## src/rtl/sync_fifo_flags.sv

```systemverilog
`timescale 1ns/1ps
`default_nettype none
// ============================================================================
// Module   : sync_fifo_flags
// Purpose  : Single-clock FIFO with almost-full/almost-empty thresholds,
//            occupancy count, sticky overflow/underflow and optional FWFT read.
// Revision : 1.0 - initial release
// ============================================================================
module sync_fifo_flags #(
    parameter int DATA_WIDTH    = 8,
    parameter int DEPTH         = 16,
    parameter int PTR_WIDTH     = $clog2(DEPTH),
    parameter int AFULL_THRESH  = 12,
    parameter int AEMPTY_THRESH = 4,
    parameter int FWFT          = 0
) (
    input  logic                  clk,
    input  logic                  rst,
    input  logic                  w_en,
    input  logic [DATA_WIDTH-1:0] w_data,
    input  logic                  r_en,
    output logic [DATA_WIDTH-1:0] r_data,
    output logic                  full,
    output logic                  empty,
    output logic                  almost_full,
    output logic                  almost_empty,
    output logic [PTR_WIDTH:0]    count,
    output logic [PTR_WIDTH:0]    w_ptr,
    output logic [PTR_WIDTH:0]    r_ptr,
    output logic                  overflow,
    output logic                  underflow,
    input  logic                  err_clr
);

    localparam logic [PTR_WIDTH:0] C_PTR_ONE = (PTR_WIDTH+1)'(1);
    localparam logic [PTR_WIDTH:0] C_AFULL   = (PTR_WIDTH+1)'(AFULL_THRESH);
    localparam logic [PTR_WIDTH:0] C_AEMPTY  = (PTR_WIDTH+1)'(AEMPTY_THRESH);

    logic [DATA_WIDTH-1:0] r_mem [DEPTH];
    logic [PTR_WIDTH:0]    r_wr_ptr;
    logic [PTR_WIDTH:0]    r_rd_ptr;
    logic                  r_overflow;
    logic                  r_underflow;

    logic                  w_full;
    logic                  w_empty;
    logic [PTR_WIDTH:0]    w_count;
    logic                  w_wr_ok;
    logic                  w_rd_ok;

    // Flags derive only from registered pointers, never from the requests.
    assign w_empty = (r_wr_ptr == r_rd_ptr);
    assign w_full  = (r_wr_ptr[PTR_WIDTH] != r_rd_ptr[PTR_WIDTH]) &&
                     (r_wr_ptr[PTR_WIDTH-1:0] == r_rd_ptr[PTR_WIDTH-1:0]);
    assign w_count = r_wr_ptr - r_rd_ptr;

    assign w_wr_ok = w_en && !w_full;
    assign w_rd_ok = r_en && !w_empty;

    always_ff @(posedge clk or posedge rst) begin
        if (rst) begin
            r_wr_ptr <= '0;
            r_rd_ptr <= '0;
        end else begin
            if (w_wr_ok) begin
                r_wr_ptr <= r_wr_ptr + C_PTR_ONE;
            end
            if (w_rd_ok) begin
                r_rd_ptr <= r_rd_ptr + C_PTR_ONE;
            end
        end
    end

    // Storage is deliberately left out of reset.
    always_ff @(posedge clk) begin
        if (w_wr_ok) begin
            r_mem[r_wr_ptr[PTR_WIDTH-1:0]] <= w_data;
        end
    end

    // A fresh error event outranks a clear in the same cycle.
    always_ff @(posedge clk or posedge rst) begin
        if (rst) begin
            r_overflow  <= 1'b0;
            r_underflow <= 1'b0;
        end else begin
            if (w_en && w_full) begin
                r_overflow <= 1'b1;
            end else if (err_clr) begin
                r_overflow <= 1'b0;
            end
            if (r_en && w_empty) begin
                r_underflow <= 1'b1;
            end else if (err_clr) begin
                r_underflow <= 1'b0;
            end
        end
    end

    generate
        if (FWFT == 0) begin : g_reg_read
            logic [DATA_WIDTH-1:0] r_rd_data;

            always_ff @(posedge clk or posedge rst) begin
                if (rst) begin
                    r_rd_data <= '0;
                end else if (w_rd_ok) begin
                    r_rd_data <= r_mem[r_rd_ptr[PTR_WIDTH-1:0]];
                end
            end

            assign r_data = r_rd_data;
        end else begin : g_fwft_read
            // Head word is presented as soon as the FIFO is non-empty.
            assign r_data = w_empty ? '0 : r_mem[r_rd_ptr[PTR_WIDTH-1:0]];
        end
    endgenerate

    assign full         = w_full;
    assign empty        = w_empty;
    assign count        = w_count;
    assign almost_full  = (w_count >= C_AFULL);
    assign almost_empty = (w_count <= C_AEMPTY);
    assign w_ptr        = r_wr_ptr;
    assign r_ptr        = r_rd_ptr;
    assign overflow     = r_overflow;
    assign underflow    = r_underflow;

endmodule
`default_nettype wire
```

## config.mk

```make
export PLATFORM = sky130hd
export DESIGN_NAME = sync_fifo_flags
export DESIGN_NICKNAME = d
export VERILOG_FILES = /design/src/rtl/sync_fifo_flags.sv
export SDC_FILE = /design/constraint.sdc
export NUM_CORES = 1
export LEC_CHECK = 0
export ABC_AREA = 1
export CORE_MARGIN = 1
export CORE_UTILIZATION = 50
export DETAILED_ROUTE_END_ITERATION = 12
export GPL_ROUTABILITY_DRIVEN = 0
export PLACE_DENSITY_LB_ADDON = 0.15
export SKIP_CTS_REPAIR_TIMING = 1
export SLEW_MARGIN = 15
export SYNTH_ARGS = -nofsm -noshare
export SYNTH_HDL_FRONTEND = slang
export SYNTH_SLANG_ARGS = --single-unit
export TNS_END_PERCENT = 30
```

## constraint.sdc

```tcl
create_clock -name clk -period 2.39 [get_ports clk]
set_clock_uncertainty 0.2 [all_clocks]
set_input_delay 0.478 -clock clk [delete_from_list [all_inputs] [get_ports clk]]
set_output_delay 0.478 -clock clk [all_outputs]
set_load 0.03 [all_outputs]
```

# Word-level counts from Yosys, hierarchy flattened
# Memory sizes are Yosys's and may differ from the RTL's. A register that Yosys moved wholly into a read port is not among the register bits.
# Cells that the tools add are included.
# Widths: inputs -> output; s select.
dict set report word_totals {
  register_bits 12
  ramBits 128
  in_bits 13
  output_inout_bits 29
  n_memories 1
}
dict set report op_classes {
  n_addsub 3
  n_lt_le_gt_ge 2
  n_eq_ne 3
  muxes 5
  reduce_logical 9
}
# name words word_bits read_ports rd_clocked_by_memory_dff wr line_no
set memory_table {}
lappend memory_table {r_mem 16 8 1 1 1 39} ;# logic [DATA_WIDTH-1:0] r_mem [DEPTH];
# op n
set op_table {}
lappend op_table {{$add 5x1->5 const B} 2}
lappend op_table {{$eq 5x5->1} 1}
lappend op_table {{$ge 5x4->1 const B} 1}
lappend op_table {{$le 5x3->1 const B} 1}
lappend op_table {{$logic_and 1x1->1} 5}
lappend op_table {{$mux 1} 5}
lappend op_table {{$sub 5x5->5} 1}
lappend op_table {{$eq 4x4->1} 1}
lappend op_table {{$reduce_bool 2->1} 2}
lappend op_table {{$logic_not 1->1} 2}
lappend op_table {{$ne 1x1->1} 1}

# Depth between registers and ports, before layout
dict set report depth {
  word_depth 6
  mapped_depth 13
  ltp_nobuf 10
}

# Worst setup path after synthesis
# No wires, ideal clock.
dict set report synth_path {
  kind {register -> output}
  start {register r_wr_ptr[0], in the netlist w_ptr[0]}
  end {output port almost_full}
  t_arrival_ns 2.766
  path_slack_ns -1.054
  stages_incl_launch_ff 7
  cell_sequence {dfrtp_1 > inv_1 > ha_1 > fa_1 > xnor2_1 > inv_1 > o21ai_0}
}
dict set report synth_between {
  elab_chain_len 2
}
# item line_no
set synth_rtl {}
lappend synth_rtl {{start, declared} 40} ;# logic [PTR_WIDTH:0] r_wr_ptr;
lappend synth_rtl {{start signal, assigned} 66} ;# r_wr_ptr <= r_wr_ptr + C_PTR_ONE;
lappend synth_rtl {{$sub 5x5->5} 55} ;# assign w_count = r_wr_ptr - r_rd_ptr;
lappend synth_rtl {{net count[2]} 27} ;# output logic [PTR_WIDTH:0] count,
lappend synth_rtl {{$ge 5x4->1} 122} ;# assign almost_full = (w_count >= C_AFULL);
lappend synth_rtl {{end, declared} 25} ;# output logic almost_full,
# The timed path passes the listed nets, and every way through them passes these cells.

# Worst setup path after layout
dict set report layout_path {
  start {register r_rd_ptr[0], in the netlist r_ptr[0]}
  end {output port almost_empty}
}
dict set report layout_between {
  elab_chain_len 2
}
# item line_no
set layout_rtl {}
lappend layout_rtl {{start, declared} 41} ;# logic [PTR_WIDTH:0] r_rd_ptr;
lappend layout_rtl {{start signal, assigned} 69} ;# r_rd_ptr <= r_rd_ptr + C_PTR_ONE;
lappend layout_rtl {{$sub 5x5->5} 55}
lappend layout_rtl {{$le 5x3->1} 123} ;# assign almost_empty = (w_count <= C_AEMPTY);
lappend layout_rtl {{end, declared} 26} ;# output logic almost_empty,
# Every way passes these cells.

==> impl_metrics.prom <==
# TYPE chip_impl_metric gauge
chip_impl_metric{name="worst_slew_pin_slew",unit="ps"} 726.8
chip_impl_metric{name="syn_area",unit="mm²"} 0.006546
chip_impl_metric{name="timing.final.setup_violations",unit=""} 7
chip_impl_metric{name="die_w",unit="µm"} 116.4
chip_impl_info{name="cts-root-buf",value="clkbuf_16"} 1
chip_impl_info{name="run_status",value="finished with violations"} 1
chip_impl_metric{name="drv.max_cap_violation_count",unit=""} 0
chip_impl_metric{name="synth_enable_flop_cells",unit=""} 128
chip_impl_metric{name="cp_data_arrival_time",unit="ps"} 2120
chip_impl_metric{name="post-dp-hpwl",unit="mm"} 10.08
chip_impl_info{name="crit_end",value="almost_empty"} 1
chip_impl_metric{name="antenna_violating_nets_post_route",unit=""} 0
chip_impl_metric{name="synthCells",unit=""} 634
chip_impl_metric{name="netlist.area_leader.share",unit="%"} 58.72
chip_impl_info{name="setup_repair_after_global_routing_missed_its_margin",value="yes"} 1
chip_impl_metric{name="antenna-diode-count",unit=""} 0
chip_impl_info{name="setup.worst_path.end_class",value="output port"} 1
chip_impl_metric{name="cts.clk_slew.worst_paths",unit="ps"} 60
chip_impl_metric{name="dr_total_vias",unit=""} 4549
chip_impl_info{name="worst_setup_path_start_kind",value="flip-flop"} 1
chip_impl_metric{name="final.setup.worst_slack",unit="ps"} -406.3
chip_impl_metric{name="h_tree_level_count",unit=""} 4
chip_impl_metric{name="fin_total_pwr",unit="W"} 0.01174
chip_impl_metric{name="clk_path_buf_depth",unit=""} 2
chip_impl_metric{name="count_of_pins_over_their_slew_limit",unit=""} 0
chip_impl_metric{name="synth_nets",unit=""} 657
chip_impl_metric{name="iteration_0_drc_markers",unit=""} 302
chip_impl_metric{name="nets",unit=""} 739
chip_impl_metric{name="grt_pass1_vias",unit=""} 4427
chip_impl_metric{name="chipHeight",unit="µm"} 116.4
chip_impl_metric{name="drc",unit=""} 0
chip_impl_metric{name="final.setup.tns",unit="ps"} -1472
chip_impl_metric{name="ys_seq_elements",unit=""} 148
chip_impl_metric{name="peakVddDrop",unit="mV"} 0.6695
chip_impl_metric{name="required",unit="ps"} 1710
chip_impl_metric{name="timing.final.hold_violations",unit=""} 0
chip_impl_metric{name="port_buffers",unit=""} 41
chip_impl_info{name="tritoncts",value="done"} 1
chip_impl_metric{name="full_die_area",unit="mm²"} 0.01355
chip_impl_metric{name="detail_route.wirelength",unit="mm"} 15.57
chip_impl_metric{name="final-instance-count-excl-fill",unit=""} 901
chip_impl_info{name="worstHoldPathType",value="input pin to async pin"} 1
chip_impl_metric{name="cellPowerDensity",unit="mW/mm²"} 1441
chip_impl_metric{name="clkSinkCount",unit=""} 148
chip_impl_metric{name="yosysUniqueCellTypes",unit=""} 21
chip_impl_metric{name="grt_max_degree",unit=""} 47
chip_impl_info{name="regToRegEndpoint",value="r_mem[12][6]"} 1
chip_impl_metric{name="grt_overflow",unit=""} 0
chip_impl_info{name="critical_path_class",value="flip-flop to output port"} 1
chip_impl_metric{name="core.rowCount",unit=""} 41
chip_impl_info{name="synth_largest_area_cell",value="edfxtp_1"} 1
chip_impl_metric{name="core_area",unit="mm²"} 0.01267
chip_impl_metric{name="clk_latency",unit="ps"} 420
chip_impl_metric{name="place_ws",unit="ps"} -32.57
chip_impl_metric{name="placed_cells_incl_taps",unit=""} 862
chip_impl_metric{name="antenna_found_initial",unit=""} 0
chip_impl_info{name="failing_checks",value="setup timing"} 1
chip_impl_metric{name="io_pins",unit=""} 42
chip_impl_metric{name="crit_path_max_fanout",unit=""} 2
chip_impl_info{name="yosys_most_used_dff",value="edfxtp_1"} 1
chip_impl_metric{name="slew_headroom",unit="%"} 51.39
chip_impl_metric{name="achievable_clock_frequency",unit="MHz"} 357.6
chip_impl_metric{name="cts_inserted_buffers",unit=""} 17
chip_impl_metric{name="synthArstFlopShare",unit="%"} 13.51
chip_impl_metric{name="p_leak",unit="nW"} 3.469
chip_impl_info{name="worst_setup_path_startpoint",value="r_ptr[0]"} 1
chip_impl_metric{name="drive_above_1_share",unit="%"} 18.79
chip_impl_metric{name="synth_area_per_cell",unit="µm²"} 10.33
chip_impl_metric{name="ff2ff_path_depth",unit=""} 11
chip_impl_metric{name="route.detailed.vias_per_inst",unit=""} 5.049
chip_impl_info{name="synthTopCellsByArea",value="edfxtp_1 59%, nand2_1 10%, dfrtp_1 7.6%, nand3_1 7.0%, inv_1 5.8%"} 1
chip_impl_metric{name="num-fill-cells",unit=""} 995
chip_impl_metric{name="period_share",unit="%"} 117.0
chip_impl_metric{name="seq_area_frac_synth",unit="%"} 66.36
chip_impl_metric{name="groute.usage.overall",unit="%"} 25.27
chip_impl_metric{name="first_pass_grt_wire_length",unit="mm"} 24.05
chip_impl_metric{name="routed_length_per_instance",unit="µm"} 17.28
chip_impl_info{name="worst_r2r_startpoint",value="r_ptr[3]"} 1
chip_impl_metric{name="start_util",unit="%"} 51.66
chip_impl_metric{name="syn_to_final_growth",unit="%"} 24.46
chip_impl_metric{name="drt_pass1_iterations",unit=""} 4
chip_impl_metric{name="regToRegSetupSlack",unit="ps"} 80
chip_impl_metric{name="final_period_minus_worst_setup_slack",unit="ps"} 2796
chip_impl_metric{name="yosysWarnings",unit=""} 0
==> logic make-up after synthesis <==
logic type	Yosys count	synth area share, %
DFF	148	66.36
and+or+nand+nor	306	19.71
xor gates and xnor gates	11	1.472
buffers and inverters	131	8.295
AOI/OAI and AO/OA	28	2.141
adders and majority gates	10	2.026
==> how the worst min path moves through the flow <==
stage | startpoint | endpoint | slack [ps] | depth (start not counted)
after detailed placement | underflow | underflow | 340 | 2
final | rst | overflow | 200 | 3
after floorplan | rst | overflow | 240 | 1
after CTS | rst | overflow | 200 | 3
after global placement | underflow | underflow | 310 | 2
after global routing | rst | w_ptr[3] | 210 | 3
==> layout make-up <==
| cell class | instances | area, µm² | area share [%] |
|---|---|---|---|
| clock buffers | 20 | 436.7 | 5.359 |
| clock inverters | 12 | 113.9 | 1.397 |
| inverters | 105 | 397.9 | 4.883 |
| multi-input cells | 355 | 1837 | 22.54 |
| flip-flops and latches | 148 | 4350 | 53.39 |
| well taps | 172 | 215.2 | 2.641 |
| repair buffers | 89 | 797.0 | 9.782 |
==> critical path: stages, from the launching register on <==
cell     delay [ps]
dfrtp_2         420
ha_4            170
fa_2            420
xnor2_4         200
inv_1           120
a21oi_2         180
nor2_4           50
buf_6           130
==> registers in the layout, summed over array words and instances (netlist names) <==
| register | cells |
|---|---|
| overflow | 1 |
| r_data | 8 |
| r_mem | 128 |
| r_ptr | 5 |
| underflow | 1 |
| w_ptr | 5 |
==> per-layer routing <==
metal  wire [µm]  GRT usage, %
met1        6844         32.99
met3         660         4.930
met5           0             0
met2        7788         41.70
met4         274         10.26
==> synthesized netlist by cell type (2+ instances only) <==
master	n
a21oi_1	19
buf_2	20
buf_4	3
buf_6	2
dfrtp_1	20
edfxtp_1	128
ha_1	9
inv_1	101
inv_2	3
nand2_1	175
nand2_2	4
nand3_1	91
nor2_1	33
nor2_4	2
o21ai_0	9
xnor2_1	3
xor2_1	8
==> through the flow <==
step                      utilization, %  hold slack (ps)  instance area, µm²
final                              64.30            196.4                8148
after global placement             58.95            313.5                7470
after detailed placement           58.95            337.1                7470
after global routing               64.30            210.8                8148
after floorplan                        -            241.5                6726
after CTS                          63.30            196.1                8020
==> power by group <==
part           internal (W)  switching (W)  leakage (nW)
registers           0.00321       0.000183          1.39
logic               0.00225        0.00361          1.81
clock network       0.00151       0.000979         0.272
total               0.00697        0.00477          3.47
==> cells in the final DEF (no fill, tap or decap), types with 4 or more instances in the layout <==
cell type / count
nand3_1: 91
clkinv_2: 6
a21oi_1: 17
nor2_1: 17
clkbuf_16: 17
inv_2: 7
dfrtp_1: 15
ha_1: 6
clkdlybuf4s50_1: 29
buf_4: 48
xor2_1: 8
nand2_2: 6
nor2_2: 15
buf_6: 9
inv_1: 96
nor2_4: 4
o21ai_0: 6
dfrtp_2: 5
nand2_1: 171
edfxtp_1: 128
Power figures use the tool's default switching activity.
